==> config.mk <==
export PLATFORM = sky130hd
export DESIGN_NAME = video_raster_capture
export DESIGN_NICKNAME = d
export VERILOG_FILES = /design/src/rtl/video_raster_pkg.sv /design/src/rtl/video_crc32_update.sv /design/src/rtl/video_raster_capture.sv
export SDC_FILE = /design/constraint.sdc
export NUM_CORES = 1
export LEC_CHECK = 0
export BUFFER_PORTS_ARGS = -buffer_cell sky130_fd_sc_hd__buf_2
export CORE_AREA = 2 2 91 93
export DETAILED_ROUTE_END_ITERATION = 6
export DIE_AREA = 0 0 93 95
export PLACE_DENSITY = 0.77
export SLEW_MARGIN = 20
export SYNTH_ARGS = -nofsm -noshare
export SYNTH_HDL_FRONTEND = slang
export SYNTH_SLANG_ARGS = --single-unit
==> constraint.sdc <==
create_clock -name i_EMU_MCLK -period 2.35 [get_ports i_EMU_MCLK]
set_input_delay 0.5875 -clock i_EMU_MCLK [delete_from_list [all_inputs] [get_ports i_EMU_MCLK]]
set_output_delay 0.5875 -clock i_EMU_MCLK [all_outputs]
set_load 0.005 [all_outputs]
==> src/rtl/video_raster_pkg.sv <==
// Shared types, constants and colour expansion for the video raster capture block.
package video_raster_pkg;

  typedef logic [1:0] state_t;

  localparam state_t SEARCH = 2'd0;
  localparam state_t VBLANK = 2'd1;
  localparam state_t ACTIVE = 2'd2;
  localparam state_t HBLANK = 2'd3;

  localparam logic [31:0] CRC32_POLY = 32'h04C11DB7;
  localparam logic [31:0] CRC32_INIT = 32'hFFFFFFFF;

  // Widen a colour channel by repeating its bits MSB-first; e.g. 3'b101 -> 8'b1011_0110.
  function automatic logic [31:0] expand_color(input logic [31:0] c,
                                               input int unsigned in_bits,
                                               input int unsigned out_bits);
    logic [31:0] res;
    res = '0;
    for (int unsigned i = 0; i < out_bits; i++) begin
      res[out_bits-1-i] = c[in_bits-1-(i%in_bits)];
    end
    return res;
  endfunction

endpackage

==> src/rtl/video_crc32_update.sv <==
// Combinational CRC-32 step (poly 0x04C11DB7) over DATA_W data bits, consumed MSB first.
module video_crc32_update
  import video_raster_pkg::*;
#(
  parameter int unsigned DATA_W = 24
) (
  input  logic [31:0]       crc_i,
  input  logic [DATA_W-1:0] data_i,
  output logic [31:0]       crc_o
);

  logic [31:0] c;

  always_comb begin
    c = crc_i;
    for (int i = int'(DATA_W) - 1; i >= 0; i--) begin
      if (c[31] ^ data_i[i]) begin
        c = {c[30:0], 1'b0} ^ CRC32_POLY;
      end else begin
        c = {c[30:0], 1'b0};
      end
    end
    crc_o = c;
  end

endmodule

==> src/rtl/video_raster_capture.sv <==
// Raster tracker: recovers pixel x/y and line/frame boundaries from pixel CEN and video enable.
// Define VIDEO_RASTER_CRC_EN to add a per-frame CRC-32 signature on o_FRAME_CRC.
module video_raster_capture
  import video_raster_pkg::*;
#(
  parameter int unsigned COLOR_BITS = 3,
  parameter int unsigned OUT_BITS   = 8,
  parameter int unsigned H_ACTIVE   = 256,
  parameter int unsigned V_ACTIVE   = 224,
  parameter int unsigned V_GAP_MIN  = 64
) (
  input  logic                          i_EMU_MCLK,
  input  logic                          i_EMU_INITRST_n,
  input  logic                          i_VIDEO_CEN,
  input  logic                          i_VIDEO_EN,
  input  logic [COLOR_BITS-1:0]         i_VIDEO_R,
  input  logic [COLOR_BITS-1:0]         i_VIDEO_G,
  input  logic [COLOR_BITS-1:0]         i_VIDEO_B,
  output logic                          o_PX_VALID,
  output logic [$clog2(2*H_ACTIVE)-1:0] o_PX_X,
  output logic [$clog2(2*V_ACTIVE)-1:0] o_PX_Y,
  output logic [OUT_BITS-1:0]           o_PX_R,
  output logic [OUT_BITS-1:0]           o_PX_G,
  output logic [OUT_BITS-1:0]           o_PX_B,
  output logic                          o_SOF,
  output logic                          o_SOL,
  output logic                          o_EOF,
  output logic                          o_LINE_ERR,
  output logic                          o_FRAME_ERR,
  output logic [$clog2(2*V_ACTIVE)-1:0] o_LINE_COUNT,
  output logic [15:0]                   o_FRAME_CNT,
  output logic [31:0]                   o_FRAME_CRC
);

  localparam int unsigned XW = $clog2(2*H_ACTIVE);
  localparam int unsigned YW = $clog2(2*V_ACTIVE);
  localparam int unsigned RW = $clog2(V_GAP_MIN+1);

  state_t              state_q, state_d;
  logic [RW-1:0]       run_q, run_d;
  logic [XW-1:0]       x_q, x_d;
  logic [YW-1:0]       y_q, y_d;
  logic [OUT_BITS-1:0] r_q, r_d, g_q, g_d, b_q, b_d;
  logic                valid_q, valid_d, sof_q, sof_d, sol_q, sol_d;
  logic                eof_q, eof_d, line_err_q, line_err_d;
  logic                acc_err_q, acc_err_d, frame_err_q, frame_err_d;
  logic [YW-1:0]       line_count_q, line_count_d;
  logic [15:0]         frame_cnt_q, frame_cnt_d;

  logic [OUT_BITS-1:0] r_exp, g_exp, b_exp;
  logic                x_max, y_max, line_bad, lines_bad, gap_hit;
  logic [XW-1:0]       x_inc;
  logic [YW-1:0]       y_inc;
  logic [RW-1:0]       run_inc;

  assign r_exp = OUT_BITS'(expand_color(32'(i_VIDEO_R), COLOR_BITS, OUT_BITS));
  assign g_exp = OUT_BITS'(expand_color(32'(i_VIDEO_G), COLOR_BITS, OUT_BITS));
  assign b_exp = OUT_BITS'(expand_color(32'(i_VIDEO_B), COLOR_BITS, OUT_BITS));

  assign x_max     = (x_q == '1);
  assign y_max     = (y_q == '1);
  assign x_inc     = x_max ? x_q : x_q + XW'(1);
  assign y_inc     = y_max ? y_q : y_q + YW'(1);
  assign run_inc   = (run_q == '1) ? run_q : run_q + RW'(1);
  assign gap_hit   = (32'(run_inc) >= V_GAP_MIN);
  // x/y hold the index of the last pixel/line, so the count is one more.
  assign line_bad  = (({1'b0, x_q} + (XW+1)'(1)) != (XW+1)'(H_ACTIVE));
  assign lines_bad = (({1'b0, y_q} + (YW+1)'(1)) != (YW+1)'(V_ACTIVE));

  always_comb begin
    state_d      = state_q;
    run_d        = run_q;
    x_d          = x_q;
    y_d          = y_q;
    r_d          = r_q;
    g_d          = g_q;
    b_d          = b_q;
    valid_d      = 1'b0;
    sof_d        = 1'b0;
    sol_d        = 1'b0;
    eof_d        = 1'b0;
    line_err_d   = 1'b0;
    acc_err_d    = acc_err_q;
    frame_err_d  = frame_err_q;
    line_count_d = line_count_q;
    frame_cnt_d  = frame_cnt_q;

    if (i_VIDEO_CEN) begin
      if (i_VIDEO_EN && state_q != SEARCH) begin
        r_d = r_exp;
        g_d = g_exp;
        b_d = b_exp;
      end
      case (state_q)
        SEARCH: begin
          if (i_VIDEO_EN) begin
            run_d = '0;
          end else begin
            run_d = run_inc;
            if (gap_hit) state_d = VBLANK;
          end
        end
        VBLANK: begin
          if (i_VIDEO_EN) begin
            state_d   = ACTIVE;
            valid_d   = 1'b1;
            sof_d     = 1'b1;
            sol_d     = 1'b1;
            x_d       = '0;
            y_d       = '0;
            acc_err_d = 1'b0;
          end
        end
        ACTIVE: begin
          if (i_VIDEO_EN) begin
            valid_d = 1'b1;
            x_d     = x_inc;
            if (x_max) acc_err_d = 1'b1;
          end else begin
            state_d = HBLANK;
            run_d   = RW'(1);
            if (line_bad) begin
              line_err_d = 1'b1;
              acc_err_d  = 1'b1;
            end
          end
        end
        default: begin
          if (i_VIDEO_EN) begin
            state_d = ACTIVE;
            valid_d = 1'b1;
            sol_d   = 1'b1;
            x_d     = '0;
            y_d     = y_inc;
            if (y_max) acc_err_d = 1'b1;
          end else begin
            run_d = run_inc;
            if (gap_hit) begin
              state_d      = VBLANK;
              eof_d        = 1'b1;
              line_count_d = y_inc;
              frame_err_d  = acc_err_q | lines_bad;
              frame_cnt_d  = frame_cnt_q + 16'd1;
            end
          end
        end
      endcase
    end
  end

  always_ff @(posedge i_EMU_MCLK or negedge i_EMU_INITRST_n) begin
    if (!i_EMU_INITRST_n) begin
      state_q      <= SEARCH;
      run_q        <= '0;
      x_q          <= '0;
      y_q          <= '0;
      r_q          <= '0;
      g_q          <= '0;
      b_q          <= '0;
      valid_q      <= 1'b0;
      sof_q        <= 1'b0;
      sol_q        <= 1'b0;
      eof_q        <= 1'b0;
      line_err_q   <= 1'b0;
      acc_err_q    <= 1'b0;
      frame_err_q  <= 1'b0;
      line_count_q <= '0;
      frame_cnt_q  <= '0;
    end else begin
      state_q      <= state_d;
      run_q        <= run_d;
      x_q          <= x_d;
      y_q          <= y_d;
      r_q          <= r_d;
      g_q          <= g_d;
      b_q          <= b_d;
      valid_q      <= valid_d;
      sof_q        <= sof_d;
      sol_q        <= sol_d;
      eof_q        <= eof_d;
      line_err_q   <= line_err_d;
      acc_err_q    <= acc_err_d;
      frame_err_q  <= frame_err_d;
      line_count_q <= line_count_d;
      frame_cnt_q  <= frame_cnt_d;
    end
  end

  assign o_PX_VALID   = valid_q;
  assign o_PX_X       = x_q;
  assign o_PX_Y       = y_q;
  assign o_PX_R       = r_q;
  assign o_PX_G       = g_q;
  assign o_PX_B       = b_q;
  assign o_SOF        = sof_q;
  assign o_SOL        = sol_q;
  assign o_EOF        = eof_q;
  assign o_LINE_ERR   = line_err_q;
  assign o_FRAME_ERR  = frame_err_q;
  assign o_LINE_COUNT = line_count_q;
  assign o_FRAME_CNT  = frame_cnt_q;

`ifdef VIDEO_RASTER_CRC_EN
  logic [31:0] crc_q, crc_d, crc_seed, crc_next, frame_crc_q, frame_crc_d;

  // The SOF pixel restarts the signature from the init value.
  assign crc_seed = (state_q == VBLANK) ? CRC32_INIT : crc_q;

  video_crc32_update #(
    .DATA_W(3*OUT_BITS)
  ) u_crc (
    .crc_i (crc_seed),
    .data_i({r_exp, g_exp, b_exp}),
    .crc_o (crc_next)
  );

  always_comb begin
    crc_d       = crc_q;
    frame_crc_d = frame_crc_q;
    if (valid_d) crc_d = crc_next;
    if (eof_d) frame_crc_d = ~crc_q;
  end

  always_ff @(posedge i_EMU_MCLK or negedge i_EMU_INITRST_n) begin
    if (!i_EMU_INITRST_n) begin
      crc_q       <= '0;
      frame_crc_q <= '0;
    end else begin
      crc_q       <= crc_d;
      frame_crc_q <= frame_crc_d;
    end
  end

  assign o_FRAME_CRC = frame_crc_q;
`else
  assign o_FRAME_CRC = '0;
`endif

endmodule

==> impl_metrics.toml, run 1 <==
[detailed_routing]
avgRoutedWirePerCell_um = 13.65
dr_wl_met3_um = 448
vias_per_cell = 5.208
wirelength_um = 8600
drt_iter0_markers = 223
wl_met2_um = 4073
top_layer_used = "met4"
ant_nets = 0
vias = 3281
wl_met1_um = 3908
drc = 0
first_pass_iters = 4

[synthesis]
ys_async_sr_fraction_pct = 100.0
yosys.area.top_type_share_pct = 42.41
synth_top_area_cell = "dfrtp_1"
avgSynthCellArea_um2 = 9.037
post-synth-top-count-cell = "dfrtp_1"
yosysWarningCount = 0
synth_common_cells = "dfrtp_1 (68), nand2_1 (62), buf_4 (47)"
synth_edf_count = 0
synthTopCellsByArea = "dfrtp_1 (42%), buf_4 (8.8%), nand2_1 (5.8%)"
synthCells = 444
yosysUniqueCellTypes = 53
synthFlopType = "dfrtp_1"
yosysSeqAreaShare_pct = 42.41
ys_ff_latch = 68
syn-cell-area_um2 = 4013

[floorplan]
dieArea_um2 = 8835
initial_utilization_pct = 50.62
rows = 33
fp.dieW_um = 93
core_region_area_um2 = 7928
die_h_um = 95
ios = 118

[grt]
grt_pass1_vias = 2970
grt_util_all_layers_pct = 19.81
grt_max_degree = 69
antenna_found_initial = 0
grt_pass1_wl_um = 13920
gr-total-overflow = 0

[clock_network]
cts_root_buffer = "clkbuf_8"
cts.reportedPaths.clkPinSlew_ps = 80
cts_hold_buf = 0
cts_sinks = 68
cts_made_buffers = 9
cts_max_path_buffers = 2
cts_tree = "done"
htree_levels = 3
insertion_delay_ps = 340
post_cts_buffers = 0
cts_resized = 0

[timing]
skew_ps = 10.05
finalSetupViolCount = 0
worst_slack_ps = 174.4
max_freq_ghz = 0.4596
finalCriticalPeriod_ps = 2176
tns_ps = 0
drv_slew = 0
min_period_over_period_pct = 92.58
final-hold-violation-count = 0
grt_setup_unrepaired = "no"

[setup_path]
timing.rr.start = "o_PX_Y[4]$_DFFE_PN0P_"
critPathMaxStageDelay_ps = 380
cp.required_ps = 2550
worstSetupStartpointType = "register"
worst-setup-path-type = "reg -> reg"
cp_slowest_cell = "dfrtp_1"
r2r_slack_ps = 170
cp-end-kind = "register"
crit_chain = "and3_1 > and2_1 > nand4_1 > inv_1 > ha_2 > and3b_1 > nand2_1 > nor2_2 > mux2i_1 > o21ai_0"
r2r_cells = 10
arrival_ps = 2380
cp_max_fo = 7
rr_endpoint = "o_PX_Y[7]$_DFFE_PN0P_"

[placement]
hpwl_um = 6112
pre_cts_slack_ps = 29.95
gp_congestion = 0.8918
numPortBuffers = 85

[final_layout]
diodes = 0
nFillCells = 711
drive_above_1_share_pct = 26.86
area_delta_synth_final_pct = 15.03
final_nets = 545

[power]
power_density_nw_per_um2 = 875.3
ir_drop_v = 0.0006805
p_leak_nw = 2.423

[status]
status = "finished, final reports clean"

[min_path]
hold_path_class = "in -> async"

[job]
cap_viol_max_count = 0
critical path, delay by kind of cell (launching register included):
family	cells	cell delay (ps)
flops	1	380
simple gates	6	1080
buf+inv	1	60
compound gates	1	90
mux	1	190
fa+ha+maj	1	220
state kept, by name (all words and copies together) (netlist names):
name,count
o_EOF,1
o_SOF,1
o_FRAME_ERR,1
o_PX_Y,9
o_LINE_ERR,1
o_PX_X,9
o_PX_VALID,1
state_q,2
o_FRAME_CNT,16
o_PX_B,3
o_LINE_COUNT,9
o_PX_G,3
o_SOL,1
run_q,7
o_PX_R,3
acc_err_q,1
cells by family after synthesis:
| family | synth area share, % |
|---|---|
| compound gates | 11.72 |
| xor+xnor | 5.020 |
| fa+ha+maj | 3.742 |
| buf+inv | 12.75 |
| flops | 42.41 |
| mux | 2.370 |
| other cells | 0.09346 |
| simple gates | 21.89 |
final cells by class:
cell class | count | area, µm² | area share [%]
Clock inverter | 6 | 63.81 | 1.382
Inverter | 11 | 41.29 | 0.8946
Multi-Input combinational cell | 324 | 1943 | 42.10
Tap cell | 105 | 131.4 | 2.846
Sequential cell | 68 | 1703 | 36.89
Clock buffer | 10 | 137.6 | 2.982
Timing Repair Buffer | 106 | 595.6 | 12.90
through the flow:
stage	instances	total power [mW]	utilization (%)	hold WS (ps)	area, µm²
4_1_cts	630	4.055	57.86	256.2	4587
2_1_floorplan	475	2.658	-	291.9	4129
3_3_place_gp	614	3.005	55.32	450.6	4385
3_5_place_dp	614	3.069	55.32	470.5	4385
5_1_grt	630	4.362	58.22	278.2	4616
6_report	630	4.040	58.22	261.4	4616
worst max-delay path by stage:
stage | startpoint | to | depth (start not counted)
after floorplan | o_PX_Y[4]$_DFFE_PN0P_ | o_PX_Y[6]$_DFFE_PN0P_ | 12
final | o_PX_Y[4]$_DFFE_PN0P_ | o_PX_Y[7]$_DFFE_PN0P_ | 10
after detailed placement | o_PX_X[0]$_DFFE_PN0P_ | acc_err_q$_DFFE_PN0P_ | 8
after CTS | o_PX_X[0]$_DFFE_PN0P_ | acc_err_q$_DFFE_PN0P_ | 8
after global routing | o_PX_Y[3]$_DFFE_PN0P_ | o_PX_Y[7]$_DFFE_PN0P_ | 10
after global placement | o_PX_X[0]$_DFFE_PN0P_ | acc_err_q$_DFFE_PN0P_ | 8
power by group:
group,leakage [nW],internal (mW),switching [mW]
Clock,0.0983,0.516,0.454
Combinational,1.46,0.670,0.850
Sequential,0.866,1.37,0.177
Total,2.42,2.56,1.48
layout by cell type, fill, tap and decap left out, drive strengths merged, types with 2 or more instances in the layout:
cell and count:
mux2i 5, nor3 14, nor2b 2, nand3 17
dfrtp 68, o21ai 23, nor4 5, a22o 7
nand4b 3, a31oi 3, inv 11, mux2 4
nand2b 7, nor2 29, conb 32, a21oi 27
or3 2, xor2 14, o22ai 2, clkinv 3
and4 4, ha 12, and3b 2, nand3b 3
nand4 8, and2 4, buf 106, and3 5
clkbuf 10, nand2 62, a21o 4, clkinvlp 2
xnor2 9, o21a 2
metal layers:
metal  GRT usage (%)  vias up
met2           32.13      100
met1           25.64     1562
met5               0        -
met3           4.629       20
li1                -     1599
met4           8.211        0
No activity file was read; power rests on OpenSTA's default activity.
==> run 2, diff against run 1 <==
--- a/config.mk
+++ b/config.mk
@@ -5,6 +5,7 @@
 export SDC_FILE = /design/constraint.sdc
 export NUM_CORES = 1
 export LEC_CHECK = 0
+export ABC_CLOCK_PERIOD_IN_PS = 2160
 export BUFFER_PORTS_ARGS = -buffer_cell sky130_fd_sc_hd__buf_2
 export CORE_AREA = 2 2 91 93
 export DETAILED_ROUTE_END_ITERATION = 6
==> constraint.sdc (replaced) <==
create_clock -name i_EMU_MCLK -period 2.16 [get_ports i_EMU_MCLK]
set_input_delay 0.54 -clock i_EMU_MCLK [delete_from_list [all_inputs] [get_ports i_EMU_MCLK]]
set_output_delay 0.54 -clock i_EMU_MCLK [all_outputs]
set_load 0.005 [all_outputs]
==> impl_metrics.toml, run 2 (synthesized netlist as in run 1, its figures left out) <==
[detailed_routing]
vias = 3324
ant_nets = 0
drc = 0
wirelength_um = 8886
first_pass_iters = 5
drt_iter0_markers = 289
vias_per_cell = 5.202
avgRoutedWirePerCell_um = 13.91

[timing]
fin_hold_ws_ps = 167.1
skew_ps = 8.912
drv_slew = 0
min_period_over_period_pct = 93.45
slew_headroom_pct = 62.97
worst_pin_slew_ps = 555.5
final-hold-violation-count = 0
max_freq_ghz = 0.4954
grt_setup_unrepaired = "no"
worst_slack_ps = 141.5
tns_ps = 0
finalCriticalPeriod_ps = 2018
finalSetupViolCount = 0

[clock_network]
cts_tree = "done"
htree_levels = 3
cts_hold_buf = 0
cts.reportedPaths.clkPinSlew_ps = 80
cts_sinks = 68
insertion_delay_ps = 350
cts_made_buffers = 9
cts_max_path_buffers = 2
cts_root_buffer = "clkbuf_8"

[grt]
antenna_found_initial = 0
grt_util_all_layers_pct = 20.91
grt_max_degree = 27
grt_pass1_vias = 3007
grt_pass1_wl_um = 14520
gr-total-overflow = 0

[final_layout]
diodes = 0
utilization_pct = 59.64
final_common_cell = "buf_2"
final_nets = 554
largest_reg_flops = 16
final_cells = 639
nFillCells = 710
drive_above_1_share_pct = 28.46
area_delta_synth_final_pct = 17.84
most-common-layout-cells = "buf_2 (85), dfrtp_1 (68), nand2_1 (61)"
fin_area_um2 = 4728

[setup_path]
critPathMaxStageDelay_ps = 380
r2r_cells = 10
cpLargestDelayFamily = "simple AND/OR/NAND/NOR gates"
worst-setup-path-type = "reg -> reg"
cp-end-kind = "register"
rr_endpoint = "o_PX_Y[7]$_DFFE_PN0P_"
timing.rr.start = "o_PX_Y[4]$_DFFE_PN0P_"
r2r_slack_ps = 140
worstSetupStartpointType = "register"
arrival_ps = 2260
crit_chain = "and3_1 > and2_1 > nand4_1 > inv_1 > ha_2 > and3b_1 > nand2_2 > nor2_4 > mux2i_1 > o21ai_0"
cp.required_ps = 2400
crit_buf_inv = 1
cp_slowest_cell = "dfrtp_1"
cp_max_fo = 5

[floorplan]
die_h_um = 95
fp.dieW_um = 93
ios = 118
rows = 33
core_region_area_um2 = 7928
initial_utilization_pct = 50.62
dieArea_um2 = 8835

[placement]
numPortBuffers = 85
hpwl_um = 6427
pre_cts_slack_ps = 51.06
dp.cells = 621
gp_congestion = 0.8454
post_dp_cell_area_um2 = 4451

[status]
status = "finished, final reports clean"

[power]
total_power_mw = 4.590
p_leak_nw = 2.492
ir_drop_v = 0.0004932
power_density_nw_per_um2 = 970.8

[min_path]
hold_path_class = "in -> async"

[job]
cap_viol_max_count = 0
-- run 2: cell type report --
type	instances	area, µm²	share of cell area [%]
Timing Repair Buffer	115	675.6	14.29
Multi-Input combinational cell	324	1956	41.36
Clock inverter	7	98.84	2.091
Inverter	11	41.29	0.8732
Tap cell	105	131.4	2.779
Sequential cell	68	1702	35.99
Clock buffer	9	123.9	2.620
-- run 2: what timing repair did --
item / in CTS / in global routing
setup endpoints to repair: 1 / 9
pin swaps: 0 / 2
setup buffers: 0 / 2
resized for setup: 1 / 9
-- run 2: worst max path at each step --
stage | slack (ps) | from | endpoint | cells past startpoint
2_1_floorplan | 20 | o_PX_Y[4]$_DFFE_PN0P_ | o_PX_Y[6]$_DFFE_PN0P_ | 12
3_3_place_gp | 150 | o_PX_Y[4]$_DFFE_PN0P_ | o_PX_Y[7]$_DFFE_PN0P_ | 10
3_5_place_dp | 50 | o_PX_Y[4]$_DFFE_PN0P_ | o_PX_Y[7]$_DFFE_PN0P_ | 10
4_1_cts | 40 | o_PX_Y[4]$_DFFE_PN0P_ | o_PX_Y[7]$_DFFE_PN0P_ | 10
5_1_grt | 0.7 | run_q[0]$_DFFE_PN0P_ | o_FRAME_CNT[5]$_DFFE_PN0P_ | 6
6_report | 140 | o_PX_Y[4]$_DFFE_PN0P_ | o_PX_Y[7]$_DFFE_PN0P_ | 10
-- run 2: where the power goes --
| group | switching [mW] | leakage [nW] | internal (mW) |
|---|---|---|---|
| Combinational | 0.974 | 1.51 | 0.773 |
| Clock | 0.523 | 0.110 | 0.655 |
| Sequential | 0.173 | 0.868 | 1.49 |
| Total | 1.67 | 2.49 | 2.92 |
-- run 2: per-layer routing --
layer | global-route usage [%] | wire length (µm) | up-vias
li1 | - | - | 1617
met1 | 26.64 | 3784 | 1553
met2 | 34.96 | 4351 | 134
met3 | 5.188 | 596 | 20
met4 | 7.108 | 154 | 0
met5 | 0 | 0 | -
==> run 3, diff against run 2 <==
--- a/config.mk
+++ b/config.mk
@@ -7,10 +7,11 @@
 export LEC_CHECK = 0
 export ABC_CLOCK_PERIOD_IN_PS = 2160
 export BUFFER_PORTS_ARGS = -buffer_cell sky130_fd_sc_hd__buf_2
-export CORE_AREA = 2 2 91 93
+export CORE_AREA = 2 2 105 82
+export CTS_BUF_LIST = sky130_fd_sc_hd__clkbuf_4 sky130_fd_sc_hd__clkbuf_8 sky130_fd_sc_hd__clkbuf_16
 export DETAILED_ROUTE_END_ITERATION = 6
-export DIE_AREA = 0 0 93 95
-export PLACE_DENSITY = 0.77
+export DIE_AREA = 0 0 107 84
+export PLACE_DENSITY = 0.76
 export SLEW_MARGIN = 20
 export SYNTH_ARGS = -nofsm -noshare
 export SYNTH_HDL_FRONTEND = slang
==> constraint.sdc (replaced) <==
create_clock -name i_EMU_MCLK -period 2.16 [get_ports i_EMU_MCLK]
set_input_delay 0.54 -clock i_EMU_MCLK [delete_from_list [all_inputs] [get_ports i_EMU_MCLK]]
set_output_delay 0.54 -clock i_EMU_MCLK [all_outputs]
set_load 0.01 [all_outputs]
==> impl_metrics.toml, run 3 (synthesized netlist as in run 1, its figures left out) <==
[status]
status = "finished, final reports clean"

[setup_path]
crit_chain = "and3_1 > and2_1 > nand4_1 > inv_1 > ha_1 > and3b_2 > nand2_2 > nor2_4 > mux2i_1 > o21ai_0"
cp.required_ps = 2380
worst-setup-path-type = "reg -> reg"
crit_buf_inv = 1
worstSetupStartpointType = "register"
cp_max_fo = 4
arrival_ps = 2250
cp_slowest_cell = "dfrtp_1"
cp-end-kind = "register"
critPathMaxStageDelay_ps = 390
cpLargestDelayFamily = "simple AND/OR/NAND/NOR gates"

[power]
clkPwrFrac_pct = 22.3
p_int_mw = 2.798
p_leak_nw = 2.459
power.switching_mw = 1.759
p_comb_share_pct = 41.0
ir_drop_v = 0.0004662
seqPwrFrac_pct = 36.7
switching_share_pct = 38.60
power_density_nw_per_um2 = 979.8

[clock_network]
cts_tree = "done"
htree_levels = 3
insertion_delay_ps = 350
cts.reportedPaths.clkPinSlew_ps = 80
cts_sinks = 68
cts_max_path_buffers = 2
cts_hold_buf = 0
cts_root_buffer = "clkbuf_8"
cts_made_buffers = 9

[timing]
finalCriticalPeriod_ps = 2031
skew_ps = 7.894
min_period_over_period_pct = 94.01
final-hold-violation-count = 0
worst_slack_ps = 129.4
drv_slew = 0
max_freq_ghz = 0.4925
tns_ps = 0
finalSetupViolCount = 0

[floorplan]
initial_utilization_pct = 49.59
rows = 29
dieArea_um2 = 8988
core_region_area_um2 = 8092
ios = 118
die_h_um = 84
fp.dieW_um = 107

[grt]
grt_pass1_vias = 3023
gr-total-overflow = 0
grt_max_degree = 69
grt_pass1_wl_um = 14480
grt_util_all_layers_pct = 20.08
antenna_found_initial = 0

[final_layout]
drive_above_1_share_pct = 27.92
final_nets = 551
final_cells = 638
fin_area_um2 = 4651
area_delta_synth_final_pct = 15.90
most-common-layout-cells = "buf_2 (85), dfrtp_1 (68), nand2_1 (61)"
diodes = 0
final_common_cell = "buf_2"
largest_reg_flops = 16

[detailed_routing]
wirelength_um = 8790
avgRoutedWirePerCell_um = 13.78
drt_iter0_markers = 303
drc = 0
ant_nets = 0
vias_per_cell = 5.185
vias = 3308
first_pass_iters = 5

[placement]
gp_congestion = 0.8539
pre_cts_slack_ps = 68.09
post_dp_cell_area_um2 = 4437
dp.cells = 623
numPortBuffers = 85
hpwl_um = 6434

[job]
cap_viol_max_count = 0

[min_path]
hold_path_class = "in -> async"
-- run 3: cell types whose count changed in the layout (fill, tap and decap cells not counted), sizes merged --
cell      delta
clkinv       +1
buf          -3
clkbuf       +1
inv          -1
clkinvlp     -1
bufinv       -1
-- run 3: routing by layer --
metal,GRT usage (%),share of wire [%]
met2,30.92,45
met4,3.660,0.53
met5,0,0
met1,28.11,46
met3,6.401,8.1
-- run 3: what timing repair did --
item | 4_1_cts | 5_1_grt
gates resized for setup | 0 | 11
endpoints found under the setup margin | 0 | 6
endpoints found under the hold margin | 0 | 0
buffers inserted | 0 | 0
-- run 3: layout make-up --
class                      instances  area [µm²]
tap                              108       135.1
fill                             712        3441
multi-input combinational        324        1944
timing repair buffer             112       640.6
clock inverter                     5       53.80
clock buffer                      10       131.4
inverter                          11       43.79
sequential                        68        1702
-- run 3: final timing paths --
path,end,depth (start not counted),slack (ps),from
worst min-delay path,o_FRAME_CNT[8]$_DFFE_PN0P_,2,190,i_EMU_INITRST_n
worst max-delay path,o_PX_Y[7]$_DFFE_PN0P_,10,130,o_PX_Y[4]$_DFFE_PN0P_
worst max register to register,o_PX_Y[7]$_DFFE_PN0P_,10,130,o_PX_Y[4]$_DFFE_PN0P_
min in group i_EMU_MCLK,o_PX_G[4]$_DFFE_PN0P_,3,380,i_VIDEO_G[2]
worst min register to register,o_FRAME_CNT[15]$_DFFE_PN0P_,1,470,o_FRAME_CNT[15]$_DFFE_PN0P_
max in group asynchronous,o_PX_X[0]$_DFFE_PN0P_,2,1630,i_EMU_INITRST_n
-- run 3: through the flow --
stage / power (mW) / utilization [%] / hold WS (ps)
after CTS: 4.565 / 57.12 / 220.7
after global placement: 3.468 / 54.83 / 450.9
after floorplan: 3.023 / - / 244.4
final: 4.557 / 57.48 / 188.9
after global routing: 4.897 / 57.48 / 219.4
after detailed placement: 3.527 / 54.83 / 456.8
-- run 3: power groups by stage --
stage | sequential, mW | combinational (mW) | clock [mW]
detailed placement | 1.69 | 1.83 | 0
finish | 1.67 | 1.87 | 1.02
global placement | 1.68 | 1.79 | 0
global route | 1.71 | 2.10 | 1.10
CTS | 1.67 | 1.84 | 1.05
floorplan | 1.78 | 1.24 | 0
